$ cat config.mk
export PLATFORM = sky130hd
export DESIGN_NAME = ifetch
export DESIGN_NICKNAME = d
export VERILOG_FILES = /design/src/rtl/riscv_pkg.sv /design/src/rtl/ifetch_skid.sv /design/src/rtl/ifetch.sv
export SDC_FILE = /design/constraint.sdc
export NUM_CORES = 1
export LEC_CHECK = 0
export ABC_AREA = 1
export BUFFER_PORTS_ARGS = -buffer_cell sky130_fd_sc_hd__buf_4
export CELL_PAD_IN_SITES_DETAIL_PLACEMENT = 0
export CELL_PAD_IN_SITES_GLOBAL_PLACEMENT = 1
export CORE_ASPECT_RATIO = 0.7
export CORE_MARGIN = 2
export CORE_UTILIZATION = 34
export DETAILED_ROUTE_END_ITERATION = 6
export PLACE_DENSITY_LB_ADDON = 0.1
export SYNTH_ARGS = -nofsm -noshare
export SYNTH_HDL_FRONTEND = slang
export SYNTH_SLANG_ARGS = --single-unit
$ cat constraint.sdc
create_clock -name clk -period 4.92 [get_ports clk]
set_input_delay 1.476 -clock clk [delete_from_list [all_inputs] [get_ports clk]]
set_output_delay 1.476 -clock clk [all_outputs]
set_load 0.1 [all_outputs]
$ cat src/rtl/riscv_pkg.sv
// rtl/riscv_pkg.sv - shared RV32 constants, fetch FSM state type and base opcodes
package riscv_pkg;

  localparam int unsigned XLEN = 32;

  localparam logic [XLEN-1:0] NOP_INSN         = 32'h0000_0013;
  localparam logic [XLEN-1:0] RESET_PC_DEFAULT = 32'h0000_0000;

  typedef enum logic [1:0] {
    BOOT  = 2'd0,
    FETCH = 2'd1,
    DROP  = 2'd2
  } fetch_state_e;

  // Major opcodes (insn[6:0]) for the downstream decoder
  localparam logic [6:0] OPC_LOAD     = 7'b000_0011;
  localparam logic [6:0] OPC_MISC_MEM = 7'b000_1111;
  localparam logic [6:0] OPC_OP_IMM   = 7'b001_0011;
  localparam logic [6:0] OPC_AUIPC    = 7'b001_0111;
  localparam logic [6:0] OPC_STORE    = 7'b010_0011;
  localparam logic [6:0] OPC_OP       = 7'b011_0011;
  localparam logic [6:0] OPC_LUI      = 7'b011_0111;
  localparam logic [6:0] OPC_BRANCH   = 7'b110_0011;
  localparam logic [6:0] OPC_JALR     = 7'b110_0111;
  localparam logic [6:0] OPC_JAL      = 7'b110_1111;
  localparam logic [6:0] OPC_SYSTEM   = 7'b111_0011;

  function automatic logic [XLEN-1:0] word_align(input logic [XLEN-1:0] addr);
    return {addr[XLEN-1:2], 2'b00};
  endfunction

endpackage

$ cat src/rtl/ifetch_skid.sv
// rtl/ifetch_skid.sv - one-entry instruction/pc holding slot used while the decoder stalls
module ifetch_skid
  import riscv_pkg::*;
(
  input  logic            clk,
  input  logic            rst,
  input  logic            load,
  input  logic            unload,
  input  logic            clear,
  input  logic [XLEN-1:0] data_in,
  input  logic [XLEN-1:0] pc_in,
  output logic            full,
  output logic [XLEN-1:0] data_out,
  output logic [XLEN-1:0] pc_out
);

  logic            full_q, full_d;
  logic [XLEN-1:0] data_q, data_d;
  logic [XLEN-1:0] pc_q, pc_d;

  always_comb begin
    full_d = full_q;
    data_d = data_q;
    pc_d   = pc_q;
    if (clear) begin
      full_d = 1'b0;
    end else if (load) begin
      full_d = 1'b1;
      data_d = data_in;
      pc_d   = pc_in;
    end else if (unload) begin
      full_d = 1'b0;
    end
  end

  always_ff @(posedge clk or posedge rst) begin
    if (rst) begin
      full_q <= 1'b0;
      data_q <= '0;
      pc_q   <= '0;
    end else begin
      full_q <= full_d;
      data_q <= data_d;
      pc_q   <= pc_d;
    end
  end

  assign full     = full_q;
  assign data_out = data_q;
  assign pc_out   = pc_q;

endmodule

$ cat src/rtl/ifetch.sv
// rtl/ifetch.sv - instruction fetch unit with redirect/drop handling; IFETCH_SKID_EN adds a skid slot
module ifetch #(
  parameter logic [31:0] RESET_PC = riscv_pkg::RESET_PC_DEFAULT,
  parameter logic [31:0] NOP_INSN = riscv_pkg::NOP_INSN
) (
  input  logic        clk,
  input  logic        rst,
  input  logic        stall,
  input  logic        redirect,
  input  logic [31:0] redirect_pc,
  output logic        imem_req,
  output logic [31:0] imem_addr,
  input  logic        imem_ack,
  input  logic [31:0] imem_rdata,
  output logic [31:0] prog,
  output logic [31:0] pc,
  output logic        valid
);
  import riscv_pkg::*;

  fetch_state_e    state_q, state_d;
  logic [XLEN-1:0] fetch_pc_q, fetch_pc_d;
  logic [XLEN-1:0] drop_addr_q, drop_addr_d;
  logic [XLEN-1:0] prog_q, prog_d;
  logic [XLEN-1:0] pc_q, pc_d;
  logic            valid_q, valid_d;

  logic            slot_free;
  logic            accepted;
  logic            skid_full, skid_load, skid_unload, skid_clear;
  logic [XLEN-1:0] skid_data, skid_pc;

  assign slot_free = !valid_q || !stall;
  assign accepted  = imem_req && imem_ack;

`ifdef IFETCH_SKID_EN
  ifetch_skid u_skid (
    .clk      (clk),
    .rst      (rst),
    .load     (skid_load),
    .unload   (skid_unload),
    .clear    (skid_clear),
    .data_in  (imem_rdata),
    .pc_in    (imem_addr),
    .full     (skid_full),
    .data_out (skid_data),
    .pc_out   (skid_pc)
  );
`else
  logic unused_skid_ctrl;
  assign skid_full        = 1'b0;
  assign skid_data        = '0;
  assign skid_pc          = '0;
  assign unused_skid_ctrl = skid_load ^ skid_unload ^ skid_clear;
`endif

  // DROP keeps presenting the abandoned address until memory acks it
  always_comb begin
    imem_req  = 1'b0;
    imem_addr = fetch_pc_q;
    unique case (state_q)
      FETCH: begin
`ifdef IFETCH_SKID_EN
        imem_req = !skid_full;
`else
        imem_req = slot_free;
`endif
      end
      DROP: begin
        imem_req  = 1'b1;
        imem_addr = drop_addr_q;
      end
      default: begin
        imem_req = 1'b0;
      end
    endcase
  end

  always_comb begin
    state_d     = state_q;
    fetch_pc_d  = fetch_pc_q;
    drop_addr_d = drop_addr_q;
    prog_d      = prog_q;
    pc_d        = pc_q;
    valid_d     = valid_q;
    skid_load   = 1'b0;
    skid_unload = 1'b0;
    skid_clear  = 1'b0;

    if (redirect) begin
      fetch_pc_d = word_align(redirect_pc);
      valid_d    = 1'b0;
      prog_d     = NOP_INSN;
      skid_clear = 1'b1;
      unique case (state_q)
        BOOT:  state_d = FETCH;
        FETCH: begin
          if (imem_req && !imem_ack) begin
            state_d     = DROP;
            drop_addr_d = imem_addr;
          end
        end
        DROP:    if (imem_ack) state_d = FETCH;
        default: state_d = BOOT;
      endcase
    end else begin
      unique case (state_q)
        BOOT:    state_d = FETCH;
        FETCH:   if (accepted) fetch_pc_d = fetch_pc_q + 32'd4;
        DROP:    if (imem_ack) state_d = FETCH;
        default: state_d = BOOT;
      endcase

      // A skid entry is always older than any data arriving this cycle
      if (slot_free) begin
        if (skid_full) begin
          prog_d      = skid_data;
          pc_d        = skid_pc;
          valid_d     = 1'b1;
          skid_unload = 1'b1;
        end else if (accepted && state_q == FETCH) begin
          prog_d  = imem_rdata;
          pc_d    = imem_addr;
          valid_d = 1'b1;
        end else begin
          prog_d  = NOP_INSN;
          valid_d = 1'b0;
        end
      end else if (accepted && state_q == FETCH) begin
        skid_load = 1'b1;
      end
    end
  end

  always_ff @(posedge clk or posedge rst) begin
    if (rst) begin
      state_q     <= BOOT;
      fetch_pc_q  <= word_align(RESET_PC);
      drop_addr_q <= word_align(RESET_PC);
      prog_q      <= NOP_INSN;
      pc_q        <= RESET_PC;
      valid_q     <= 1'b0;
    end else begin
      state_q     <= state_d;
      fetch_pc_q  <= fetch_pc_d;
      drop_addr_q <= drop_addr_d;
      prog_q      <= prog_d;
      pc_q        <= pc_d;
      valid_q     <= valid_d;
    end
  end

  assign prog  = prog_q;
  assign pc    = pc_q;
  assign valid = valid_q;

endmodule

==> results.sh <==
export IMPL_hold_buffers=0
export IMPL_place_area_mm2=0.00791
export IMPL_pin_count=167
export IMPL_synth_area_per_cell_um2=7.38
export IMPL_required_ps=3440
export IMPL_vias=6121
export IMPL_routed_wl_um=19900
export IMPL_drc=0
export IMPL_stdcell_count=1285
export IMPL_cts_resized=0
export IMPL_setup_ws_ps=1010
export IMPL_numCtsBuffers=17
export IMPL_synth_edf_count=0
export IMPL_setup_viol=0
export IMPL_post_cts_buffers=0
export IMPL_first_pass_iters=6
export IMPL_ys_flop_type="dfrtp_1"
export IMPL_start_util=0.346
export IMPL_antenna_found_initial=0
export IMPL_cts_htree_levels=4
export IMPL_core_mm2=0.0189
export IMPL_cpPeakStageDelay_ps=590
export IMPL_via_per_inst=4.76
export IMPL_num_rows=42
export IMPL_cp_arrival_ps=2430
export IMPL_internal_power_uw=2600
export IMPL_period_share=0.794
export IMPL_endpoint_kind="output pin"
export IMPL_skew_ps=9.61
export IMPL_drive_gt1_frac=0.208
export IMPL_p_comb_frac=0.498
export IMPL_nets=1104
export IMPL_grt_usage=0.202
export IMPL_clkPwrFrac=0.221
export IMPL_sequentialPowerShare=0.281
export IMPL_dp_hpwl_um=13800
export IMPL_tightestPinTransition_ps=968
export IMPL_grt_overflow_total=0
export IMPL_synth_cell_types=27
export IMPL_power_switching_uw=2960
export IMPL_die_w_um=170
export IMPL_synthArstFlopShare=1.00
export IMPL_cts_root_buffer="clkbuf_16"
export IMPL_dp_slack_ps=1230
export IMPL_max_freq_mhz=256
export IMPL_path_cells="inv_1 -> ha_1 -> buf_4 -> o21ai_0 -> buf_4"
export IMPL_detail_route_iter0_violations=454
export IMPL_clkLatencyLatePin_ps=420
export IMPL_power_uw=5550
export IMPL_cpMostUsedCell="buf_4"
export IMPL_drt_wirelength_per_cell_um=15.5
export IMPL_rsz0062_at_grt="no"
export IMPL_ys_warn_count=0
export IMPL_ys_ff_latch=129
export IMPL_power_density_mw_per_mm2=655
export IMPL_slowest_stage="o21ai_0"
export IMPL_switching_share=0.532
export IMPL_hold_class="flip-flop to flip-flop"
export IMPL_slew_violations=0
export IMPL_start_kind="flip-flop"
export IMPL_critPathKind="flip-flop to output pin"
export IMPL_p_leak_uw=0.00427
export IMPL_die_h_um=120
export IMPL_grt_max_degree=93
export IMPL_gp_congestion=0.843
export IMPL_io_buffers=164
export IMPL_dp_cells=1253
export IMPL_clock_sinks=129
export IMPL_grt_pass1_vias=5626
export IMPL_yosys_area_top_type="dfrtp_1"
export IMPL_netlist_area_leader_share=0.483
export IMPL_synthTopCellsByCount="nand2_1, dfrtp_1, nand3_1, o21ai_0, inv_1"
export IMPL_detail_route_antenna_nets=0
export IMPL_fin_crit_ps=3910
export IMPL_grt_first_pass_wirelength_um=31600
export IMPL_synth_area_leaders="dfrtp_1, nand2_1, nand3_1, o21ai_0, inv_1"
export IMPL_syn_inst=885
export IMPL_finalSetupTns_ps=0
export IMPL_synth_area_mm2=0.00653
export IMPL_seq_area_frac_synth=0.495
export IMPL_slew_headroom=0.355
export IMPL_clk_pin_slew_ps=60
export IMPL_tritoncts="done"
export IMPL_path_max_fanout=55
export IMPL_die_area_mm2=0.0203
export IMPL_syn2layout_area_growth_pct=29.9
export IMPL_fin_area_mm2=0.00848
export IMPL_vdd_drop_max_uv=416
export IMPL_status="finished clean"
export IMPL_drv_cap=0
export IMPL_cts_buffer_depth=2
export IMPL_finalHoldViolCount=0
export IMPL_yosysMostFrequentCell="nand2_1"
export IMPL_syn_nets=959
stage by stage:
stage          hold slack [ps]   util
4_1_cts                    475  0.449
3_3_place_gp               456  0.419
6_report                   470  0.449
3_5_place_dp               461  0.419
5_1_grt                    485  0.449
2_1_floorplan              451      -
state kept, by name (all words and copies together) (netlist names):
name,cells
pc,32
valid,1
drop_addr_q,32
state_q,2
prog,32
fetch_pc_q,30
worst max-delay path, delay by kind of cell, from the launching register on:
kind | cells | cell delay [ps]
adder cells (fa/ha/maj) | 1 | 200
flip-flops | 1 | 400
buffers and inverters | 3 | 810
AO/OA/AOI/OAI | 1 | 590
final cells by class:
| type | count | area [um^2] |
|---|---|---|
| Clock buffer | 20 | 457 |
| Antenna cell | 1 | 2.50 |
| Multi-Input combinational cell | 645 | 2830 |
| Timing Repair Buffer | 171 | 1300 |
| Clock inverter | 11 | 105 |
| Sequential cell | 129 | 3230 |
| Inverter | 66 | 250 |
| Fill cell | 1978 | 10400 |
| Tap cell | 242 | 303 |
power groups by stage:
stage / Combinational, uW / Sequential [uW] / Clock [uW]
finish: 2770 / 1560 / 1230
global route: 2920 / 1600 / 1300
CTS: 2780 / 1560 / 1250
detailed placement: 2780 / 1570 / 0
global placement: 2770 / 1570 / 0
floorplan: 1240 / 2470 / 0
cell usage in the layout (no fill, tap or decap):
cell type   synthesis  routed
xnor2_1             1       1
clkinv_4            0       1
o21ai_1            10      10
buf_12              0       1
inv_2               3       3
o21ai_0            79      79
xor2_1              8       8
bufinv_16           0       1
a21oi_1             3       3
nand4_1             1       1
a21boi_2            1       1
ha_1                5       5
nand4_2             1       1
nor2_2              2       1
inv_4               0       1
clkinv_2            0       2
dfrtp_1           126     126
nor2_1             62      62
diode_2             0       1
nor2_4              0       1
inv_6               0       3
dfstp_2             3       3
o211ai_1            2       2
nand3_4             0       1
a21boi_0            2       2
buf_4              11     170
clkbuf_1           20       1
clkinvlp_4          0       4
inv_1              63      62
or2_2               3       3
clkbuf_16           0      17
nand2_1           355     355
and2_1              1       1
nand3_1           108     107
clkbuf_8            0       2
nand3_2             1       1
per-layer routing:
| metal | routed length, um | global-route usage | vias up |
|---|---|---|---|
| li1 | - | - | 3099 |
| met1 | 10900 | 0.325 | 2879 |
| met2 | 7960 | 0.272 | 128 |
| met3 | 857 | 0.0383 | 15 |
| met4 | 193 | 0.0561 | 0 |
| met5 | 0 | 0 | - |
worst paths after layout:
check,start,end,slack [ps],depth (start not counted)
worst min-delay path,pc[26]$_DFFE_PP0P_,pc[26]$_DFFE_PP0P_,470,2
worst max register to register,state_q[0]$_DFFE_PP0P_,pc[11]$_DFFE_PP0P_,1790,10
min in group asynchronous,rst,prog[5]$_DFFE_PP0P_,1160,2
worst max-delay path,state_q[0]$_DFFE_PP0P_,imem_addr[19],1010,5
worst min register to register,pc[26]$_DFFE_PP0P_,pc[26]$_DFFE_PP0P_,470,2
max in group asynchronous,rst,fetch_pc_q[27]$_DFFE_PP0P_,2860,3
logic make-up (layout without fill, tap and decap cells):
family | after synthesis | in the layout | share of synthesized area
XOR/XNOR | 9 | 9 | 0.0121
AND/OR/NAND/NOR | 534 | 534 | 0.333
adder cells (fa/ha/maj) | 5 | 5 | 0.00958
buffers and inverters | 111 | 268 | 0.0738
flip-flops | 129 | 129 | 0.495
AO/OA/AOI/OAI | 97 | 97 | 0.0768
other | 0 | 1 | 0
Note: power is estimated with default switching activity, not from simulation.
